==> config.mk <==
export PLATFORM = sky130hd
export DESIGN_NAME = inst_fetch
export DESIGN_NICKNAME = d
export VERILOG_FILES = /design/src/rtl/inst_fetch_pkg.sv /design/src/rtl/inst_fetch_fifo.sv /design/src/rtl/inst_fetch.sv
export SDC_FILE = /design/constraint.sdc
export NUM_CORES = 1
export LEC_CHECK = 0
export ABC_AREA = 1
export CORE_UTILIZATION = 54
export DETAILED_ROUTE_END_ITERATION = 8
export PLACE_DENSITY = 0.85
export SLEW_MARGIN = 20
export SYNTH_ARGS = -nofsm -noshare
export SYNTH_HDL_FRONTEND = slang
export SYNTH_SLANG_ARGS = --single-unit
==> constraint.sdc <==
create_clock -name clk -period 11.34 [get_ports clk]
set_input_delay 3.402 -clock clk [delete_from_list [all_inputs] [get_ports clk]]
set_output_delay 3.402 -clock clk [all_outputs]
set_load 0.005 [all_outputs]
==> src/rtl/inst_fetch_pkg.sv <==
// ----------------------------------------------------------------------------
// inst_fetch_pkg
// Shared widths and constants for the instruction-fetch block.
//   INST_ADDR_BUS    : width of the PC / instruction address bus
//   INST_BUS         : width of an instruction word
//   RESET_PC_DEFAULT : PC loaded at reset (word aligned)
//   ZERO_INST        : instruction value presented when nothing is valid
// ----------------------------------------------------------------------------
package inst_fetch_pkg;

    localparam int          INST_ADDR_BUS    = 32;
    localparam int          INST_BUS         = 32;
    localparam logic [31:0] RESET_PC_DEFAULT = 32'h0000_0000;
    localparam logic [31:0] ZERO_INST        = 32'h0000_0000;

endpackage : inst_fetch_pkg

==> src/rtl/inst_fetch_fifo.sv <==
// ----------------------------------------------------------------------------
// fetch_fifo
// Small synchronous FIFO holding {pc, inst} prefetch entries.
//   clk, rst_n : clock, asynchronous active-low reset
//   push, din  : write an entry (ignored when full unless popping too)
//   pop        : remove the head entry (ignored when empty)
//   flush      : empty the FIFO; wins over push and pop
//   dout       : head entry, all zeros when empty
//   count      : number of stored entries
//   full/empty : status flags
// ----------------------------------------------------------------------------
module fetch_fifo
    import inst_fetch_pkg::*;
#(
    parameter int DEPTH = 2,
    parameter int WIDTH = INST_ADDR_BUS + INST_BUS
) (
    input  logic                       clk,
    input  logic                       rst_n,
    input  logic                       push,
    input  logic                       pop,
    input  logic                       flush,
    input  logic [WIDTH-1:0]           din,
    output logic [WIDTH-1:0]           dout,
    output logic [$clog2(DEPTH):0]     count,
    output logic                       full,
    output logic                       empty
);

    localparam int PTR_W = $clog2(DEPTH);
    localparam int CNT_W = PTR_W + 1;

    logic [WIDTH-1:0] r_mem [DEPTH];
    logic [PTR_W-1:0] r_wr_ptr;
    logic [PTR_W-1:0] r_rd_ptr;
    logic [CNT_W-1:0] r_count;

    logic w_do_pop;
    logic w_do_push;

    assign full  = (r_count == CNT_W'(DEPTH));
    assign empty = (r_count == '0);
    assign count = r_count;

    assign w_do_pop  = pop & ~empty;
    // A full FIFO can still accept a write when the head leaves in the same cycle.
    assign w_do_push = push & (~full | w_do_pop);

    // Pointers are PTR_W bits wide and DEPTH is a power of two, so they wrap naturally.
    always_ff @(posedge clk or negedge rst_n) begin
        if (!rst_n) begin
            r_wr_ptr <= '0;
            r_rd_ptr <= '0;
            r_count  <= '0;
        end else if (flush) begin
            r_wr_ptr <= '0;
            r_rd_ptr <= '0;
            r_count  <= '0;
        end else begin
            if (w_do_push) r_wr_ptr <= r_wr_ptr + PTR_W'(1);
            if (w_do_pop)  r_rd_ptr <= r_rd_ptr + PTR_W'(1);
            case ({w_do_push, w_do_pop})
                2'b10:   r_count <= r_count + CNT_W'(1);
                2'b01:   r_count <= r_count - CNT_W'(1);
                default: r_count <= r_count;
            endcase
        end
    end

    // Storage needs no reset: the head is masked to zero while empty.
    always_ff @(posedge clk) begin
        if (w_do_push && !flush) begin
            r_mem[r_wr_ptr] <= din;
        end
    end

    assign dout = empty ? '0 : r_mem[r_rd_ptr];

endmodule : fetch_fifo

==> src/rtl/inst_fetch.sv <==
// ----------------------------------------------------------------------------
// inst_fetch
// Instruction-fetch initiator: owns the PC, drives the ROM chip-enable and
// word address, captures each same-cycle ROM answer into a prefetch FIFO and
// presents the FIFO head to decode through a valid/ready handshake.
//   clk, rst_n              : clock, asynchronous active-low reset
//   rom_ce, rom_addr        : ROM fetch strobe and word index (pc >> 2)
//   rom_inst                : ROM data, valid in the cycle rom_ce=1
//   redirect_valid/_pc      : branch/jump redirect, flushes the FIFO
//   halt                    : stop issuing fetches, FIFO keeps draining
//   id_valid/id_ready       : decode handshake
//   id_inst, id_pc          : FIFO head (zero when id_valid=0)
// ----------------------------------------------------------------------------
module inst_fetch
    import inst_fetch_pkg::*;
#(
    parameter int               ADDR_W     = INST_ADDR_BUS,
    parameter logic [ADDR_W-1:0] RESET_PC  = RESET_PC_DEFAULT[ADDR_W-1:0],
    parameter int               FIFO_DEPTH = 2
) (
    input  logic                clk,
    input  logic                rst_n,
    output logic                rom_ce,
    output logic [ADDR_W-1:0]   rom_addr,
    input  logic [INST_BUS-1:0] rom_inst,
    input  logic                redirect_valid,
    input  logic [ADDR_W-1:0]   redirect_pc,
    input  logic                halt,
    output logic                id_valid,
    input  logic                id_ready,
    output logic [INST_BUS-1:0] id_inst,
    output logic [ADDR_W-1:0]   id_pc
);

    localparam int ENTRY_W = ADDR_W + INST_BUS;

    logic [ADDR_W-1:0]           r_pc;
    logic                        w_pop;
    logic                        w_fetch_en;
    logic                        w_full;
    logic                        w_empty;
    logic [$clog2(FIFO_DEPTH):0] w_count;
    logic [ENTRY_W-1:0]          w_dout;
    logic                        w_unused;

    assign w_pop = id_valid & id_ready;

    // rst_n gates the strobe so the ROM sees no fetch while reset is held,
    // even though an empty FIFO would otherwise request one.
    assign w_fetch_en = rst_n & ~redirect_valid & ~halt & (~w_full | w_pop);

    assign rom_ce   = w_fetch_en;
    assign rom_addr = w_fetch_en ? {2'b00, r_pc[ADDR_W-1:2]} : '0;

    always_ff @(posedge clk or negedge rst_n) begin
        if (!rst_n) begin
            r_pc <= RESET_PC;
        end else if (redirect_valid) begin
            r_pc <= {redirect_pc[ADDR_W-1:2], 2'b00};
        end else if (w_fetch_en) begin
            r_pc <= r_pc + ADDR_W'(4);
        end
    end

    fetch_fifo #(
        .DEPTH (FIFO_DEPTH),
        .WIDTH (ENTRY_W)
    ) u_fetch_fifo (
        .clk   (clk),
        .rst_n (rst_n),
        .push  (w_fetch_en),
        .pop   (w_pop),
        .flush (redirect_valid),
        .din   ({r_pc, rom_inst}),
        .dout  (w_dout),
        .count (w_count),
        .full  (w_full),
        .empty (w_empty)
    );

    assign id_valid = ~w_empty;
    assign id_pc    = w_dout[ENTRY_W-1:INST_BUS];
    assign id_inst  = w_dout[INST_BUS-1:0];

    // Occupancy is fully described by full/empty here; low redirect bits are forced to zero.
    assign w_unused = ^{w_count, redirect_pc[1:0]};

endmodule : inst_fetch

* Yosys cells after proc, flatten, opt, wreduce, memory -nomap -nowiden
Memories as Yosys holds them, arrays and structs flattened.
Index checks and enable logic that the tools add are counted.
** Word-level totals
- Logic and storage cells :: 44
- Memory bits (writable) :: 128
- Memories kept :: 1
- Output and inout bits :: 98
- Input port bits :: 69
- Register bits after elaboration :: 36
** Cells by class
- Eq/ne operators :: 3
- Bitwise gates (word level) :: 12
- Reduce and logical (&&, ||, !) cells :: 7
- $add $sub $neg :: 5
- Multiplexer cells :: 12
** Memories
- u_fetch_fifo.r_mem :: depth 2, width 64, read ports 1, clocked after Yosys merged registers in 0, wr ports 1, line inst_fetch_fifo.sv:33 : logic [WIDTH-1:0] r_mem [DEPTH];
** Operators by type and width (number)
- two-way mux 32 bit :: 2
- two-way mux 64 bit :: 1
- adder 32 x 3 -> 32 bit (second input constant) :: 1
- two-way mux 30 bit :: 1
- AND 1 bit :: 6
- two-way mux 1 bit :: 6
- nonzero test 2 bit :: 3
- equality test 2 bit (second input constant) :: 2
- inverter 1 bit :: 4
- one-hot mux 2 bit (2 select lines) :: 1
- nonzero test 3 bit :: 1
- adder 1 bit (second input constant) :: 2
- adder 2 x 1 -> 2 bit (second input constant) :: 1
- equality test 2 x 1 -> 1 bit (second input constant) :: 1
- logical NOT 2 bit :: 1
- two-way mux 2 bit :: 1
- OR 1 bit :: 2
- subtractor 2 x 1 -> 2 bit (second input constant) :: 1
- logical AND 1 bit :: 1
- logical NOT 1 bit :: 1

* Longest topological paths before layout
- Word-level depth :: 9
- Gate-level depth with buffers :: 11

* Cells and area by module
A second synthesis with hierarchy kept.
** Unflattened totals
- Cells, all modules :: 808
- Area, all modules :: 7682.4 µm²
** Modules (own cells, without submodules)
- fetch_fifo :: times used 1, seq. area each 3943.8 µm², cells an instance 380, area each 5225.0 µm²
- inst_fetch :: times used 1, seq. area each 750.7 µm², cells an instance 428, area each 2457.4 µm²

* Worst setup path after synthesis
OpenSTA, ideal clock, no wires.
- Path kind :: input to output
- From :: input port redirect_valid
- To :: output port rom_addr[10]
- Cell stages on the path :: 9
- Arrival :: 4247 ps
- Path slack :: 3691 ps
- Required time :: 7938 ps
- Path buffers :: 4
- Cells stage by stage :: buf_6 -> inv_4 -> nand2_2 -> nor2_2 -> nand2_2 -> buf_6 -> buf_6 -> buf_6 -> nor2_1
** Between the ends
- Longest elaborated chain between the ends :: 5
** RTL lines
- from (decl) :: line inst_fetch.sv:26 : input logic redirect_valid,
- inverter 1 bit :: line inst_fetch.sv:50 : assign w_fetch_en = rst_n & ~redirect_valid & ~halt & (~w_full | w_pop);
- AND 1 bit (3 in a row) :: line inst_fetch.sv:50
- two-way mux 30 bit :: line inst_fetch.sv:53 : assign rom_addr = w_fetch_en ? {2'b00, r_pc[ADDR_W-1:2]} : '0;
- to (decl) :: line inst_fetch.sv:24 : output logic [ADDR_W-1:0] rom_addr,
Every way passes these cells.

* Worst setup path in the final report
- From :: input port redirect_valid
- To :: output port rom_addr[27]
Same word-level chain as after synthesis.

==> impl_metrics.json <==
{
  "nFillCells": 886,
  "fp.dieH_um": 118,
  "dieWidth_um": 118,
  "synth_compound_area_frac": 0.0732,
  "synth_cell_types": 31,
  "port_buffers": 160,
  "startpoint_type": "input pin",
  "p_sw_mw": 0.464,
  "placed_area_um2": 8960,
  "drv_slew": 0,
  "gr-total-overflow": 0,
  "cts_root_buffer": "clkbuf_16",
  "synth-warning-count": 0,
  "drt_pre_antenna_iters": 6,
  "routabilityCongestion": 0.869,
  "synth_top_family_by_area": "simple AND/OR/NAND/NOR gates",
  "syn_area_per_cell_um2": 9.73,
  "status": "finished clean",
  "crit_path_cell_trace": "clkdlybuf4s50_1, buf_4, inv_4, nand2_2, nor2_2, nand2_2, buf_4, nor2_4, clkdlybuf4s50_1",
  "cts_buffers": 17,
  "finalWorstSetupSlack_ns": 1.97,
  "clock_skew_ns": 0.00512,
  "critPathSlowestCell": "nand2_2",
  "cp_max_fo": 35,
  "p_leak_nw": 3.71,
  "worst-path-buf-inv": 5,
  "routed_wirelength_um": 17200,
  "p_clk_frac": 0.355,
  "syn_to_final_growth_pct": 32.4,
  "seqCellArea_um2": 4580,
  "final_cell_mix": "nand2_1 (239), clkdlybuf4s50_1 (160), edfxtp_1 (124)",
  "use_met2": 0.439,
  "max_stage_delay_ns": 0.51,
  "grt_use_met1": 0.325,
  "via_per_inst": 5.36,
  "cts_tree": "done",
  "synth_mux_area_frac": 0,
  "fp-row-count": 41,
  "seq_power_share": 0.401,
  "cts_buffer_depth": 2,
  "power.total_mw": 1.74,
  "slew_headroom": 0.300,
  "swShare": 0.266,
  "antenna_found_initial": 0,
  "final_common_cell": "nand2_1",
  "cp.arrival_ns": 5.97,
  "htreeDepth": 4,
  "min_period_ns": 9.37,
  "io-pin-count": 167,
  "fin_area_um2": 9610,
  "synth_fa_ha_area_frac": 0.00172,
  "track_usage": 0.258,
  "grt_pass1_vias": 5645,
  "fp.dieArea_um2": 13900,
  "synth_enable_flop_cells": 124,
  "criticalPathCategory": "in -> out",
  "synth-async-reset-ratio": 0.215,
  "end_kind": "output pin",
  "nNetsFinal": 970,
  "grt_pass1_wl_um": 27700,
  "vias": 5811,
  "post_cts_buffers": 0,
  "setup_violations": 0,
  "synth_area_um2": 7260,
  "cts_hold_buf": 0,
  "wl_per_cell_um": 15.9,
  "vdd_drop_max_v": 0.000104,
  "synth-simple-area-share": 0.224,
  "worstMarginPinSlew_ns": 1.05,
  "multi_input_comb_area_um2": 2260,
  "yosysSeqAreaShare": 0.630,
  "max_freq_mhz": 107,
  "core-area_um2": 12900,
  "crit_required_ns": 7.94,
  "rsz0062_at_grt": "no",
  "pre_cts_slack_ns": 2.01,
  "post_route_cells_drive_above_1_share": 0.0712,
  "grt.busiest_layer": "met2",
  "cts.sinks": 158,
  "syn_inst": 746,
  "final_hold_viol_count": 0,
  "synth-seq-cells": 158,
  "dp_hpwl_um": 11100,
  "comb_power_share": 0.245,
  "drv_cap": 0,
  "grt_max_degree": 66,
  "min_path_type": "reg -> reg",
  "drt-initial-drc-count": 562,
  "diodes": 0,
  "floorplan.initialDensity": 0.564,
  "crit_family": "buffers and inverters",
  "final.setup.tns_ns": 0,
  "synthXorXnorAreaFrac": 0.00844,
  "period_share": 0.826,
  "ant_nets": 0,
  "power.internal_mw": 1.28,
  "ctsResizeCount": 0,
  "synth_top_flop_cell": "edfxtp_1",
  "use_met3": 0.0489,
  "clock_latency_ns": 0.41,
  "drc": 0,
  "clk_pin_slew_ns": 0.06,
  "powerDensity_nw_per_um2": 181
}
worst register-to-register path: stages, from the launching register on:
cell and delay (ns):
dfrtp_1 0.45, inv_1 0.11, nand3_1 0.10, nand2_2 0.54, buf_4 0.47, nand2_1 0.62, inv_1 0.49, nand2_1 0.09
nand2_1 0.08, inv_1 0.04, nand2_1 0.05
routing by layer:
metal	share of wire	wire (um)
met5	0	0
met1	0.42	7250
met2	0.50	8560
met3	0.066	1130
met4	0.016	269
cell type report:
| class | instances | area share |
|---|---|---|
| clock buffers | 21 | 0.0489 |
| multi-input cells | 490 | 0.235 |
| clock inverters | 11 | 0.0194 |
| flip-flops and latches | 158 | 0.476 |
| repair buffers | 168 | 0.173 |
| inverters | 65 | 0.0256 |
| well taps | 172 | 0.0224 |
registers in the layout, summed over array words and instances, names as in the netlist:
name and flops:
u_fetch_fifo.r_mem 124, r_pc 30, u_fetch_fifo.count 2, u_fetch_fifo.r_rd_ptr 1, u_fetch_fifo.r_wr_ptr 1
power by group through the flow:
stage | Clock [mW] | Sequential, mW | Combinational (mW)
4_1_cts | 0.624 | 0.697 | 0.430
3_5_place_dp | 0 | 0.708 | 0.427
3_3_place_gp | 0 | 0.706 | 0.419
6_report | 0.618 | 0.698 | 0.426
2_1_floorplan | 0 | 0.698 | 0.197
5_1_grt | 0.652 | 0.702 | 0.463
worst paths after layout:
kind / endpoint / startpoint / slack [ns] / cells after the start
hold reg to reg: u_fetch_fifo.r_mem[1][63]$_DFFE_PP_ / r_pc[31]$_DFFE_PN0P_ / 0.54 / 0
setup / recovery: rom_addr[27] / redirect_valid / 1.97 / 9
min in group asynchronous: r_pc[30]$_DFFE_PN0P_ / rst_n / 3.56 / 2
hold / removal: u_fetch_fifo.r_mem[1][63]$_DFFE_PP_ / r_pc[31]$_DFFE_PN0P_ / 0.54 / 0
setup reg to reg: r_pc[27]$_DFFE_PN0P_ / u_fetch_fifo.count[0]$_DFFE_PN0P_ / 8.25 / 10
max in group asynchronous: u_fetch_fifo.r_rd_ptr$_DFFE_PN0P_ / rst_n / 7.44 / 2
cells in the mapped netlist, types with 2 or more instances:
library cell / count / area share
a21oi_1: 65 / 0.045
buf_1: 3 / 0.0016
buf_2: 5 / 0.0034
buf_4: 5 / 0.0052
buf_6: 4 / 0.0062
clkbuf_1: 18 / 0.0093
dfrtp_1: 34 / 0.12
edfxtp_1: 124 / 0.51
inv_1: 63 / 0.033
nand2_1: 239 / 0.12
nand2_2: 3 / 0.0026
nand3_1: 52 / 0.036
nand3_2: 2 / 0.0028
nand4_1: 6 / 0.0052
nor2_1: 53 / 0.027
nor2_2: 5 / 0.0043
nor2_4: 12 / 0.019
nor3_1: 3 / 0.0021
o211ai_1: 6 / 0.0062
o21ai_0: 25 / 0.017
o21ai_1: 4 / 0.0028
xnor2_1: 2 / 0.0024
xor2_1: 5 / 0.0060
stage by stage:
step	hold WS, ns	instances	utilization
6_report	0.542	1085	0.747
5_1_grt	0.568	1085	0.747
4_1_cts	0.546	1085	0.747
3_5_place_dp	0.537	1053	0.696
3_3_place_gp	0.515	1053	0.696
2_1_floorplan	0.464	749	-
cell families (layout without fill, tap and decap cells):
group / Yosys count / after routing
compound gates: 102 / 102
fa+ha+maj: 1 / 1
buf+inv: 101 / 265
simple gates: 376 / 376
flops: 158 / 158
xor+xnor: 7 / 7
other cells: 1 / 4
(Power assumes the default switching activity.)
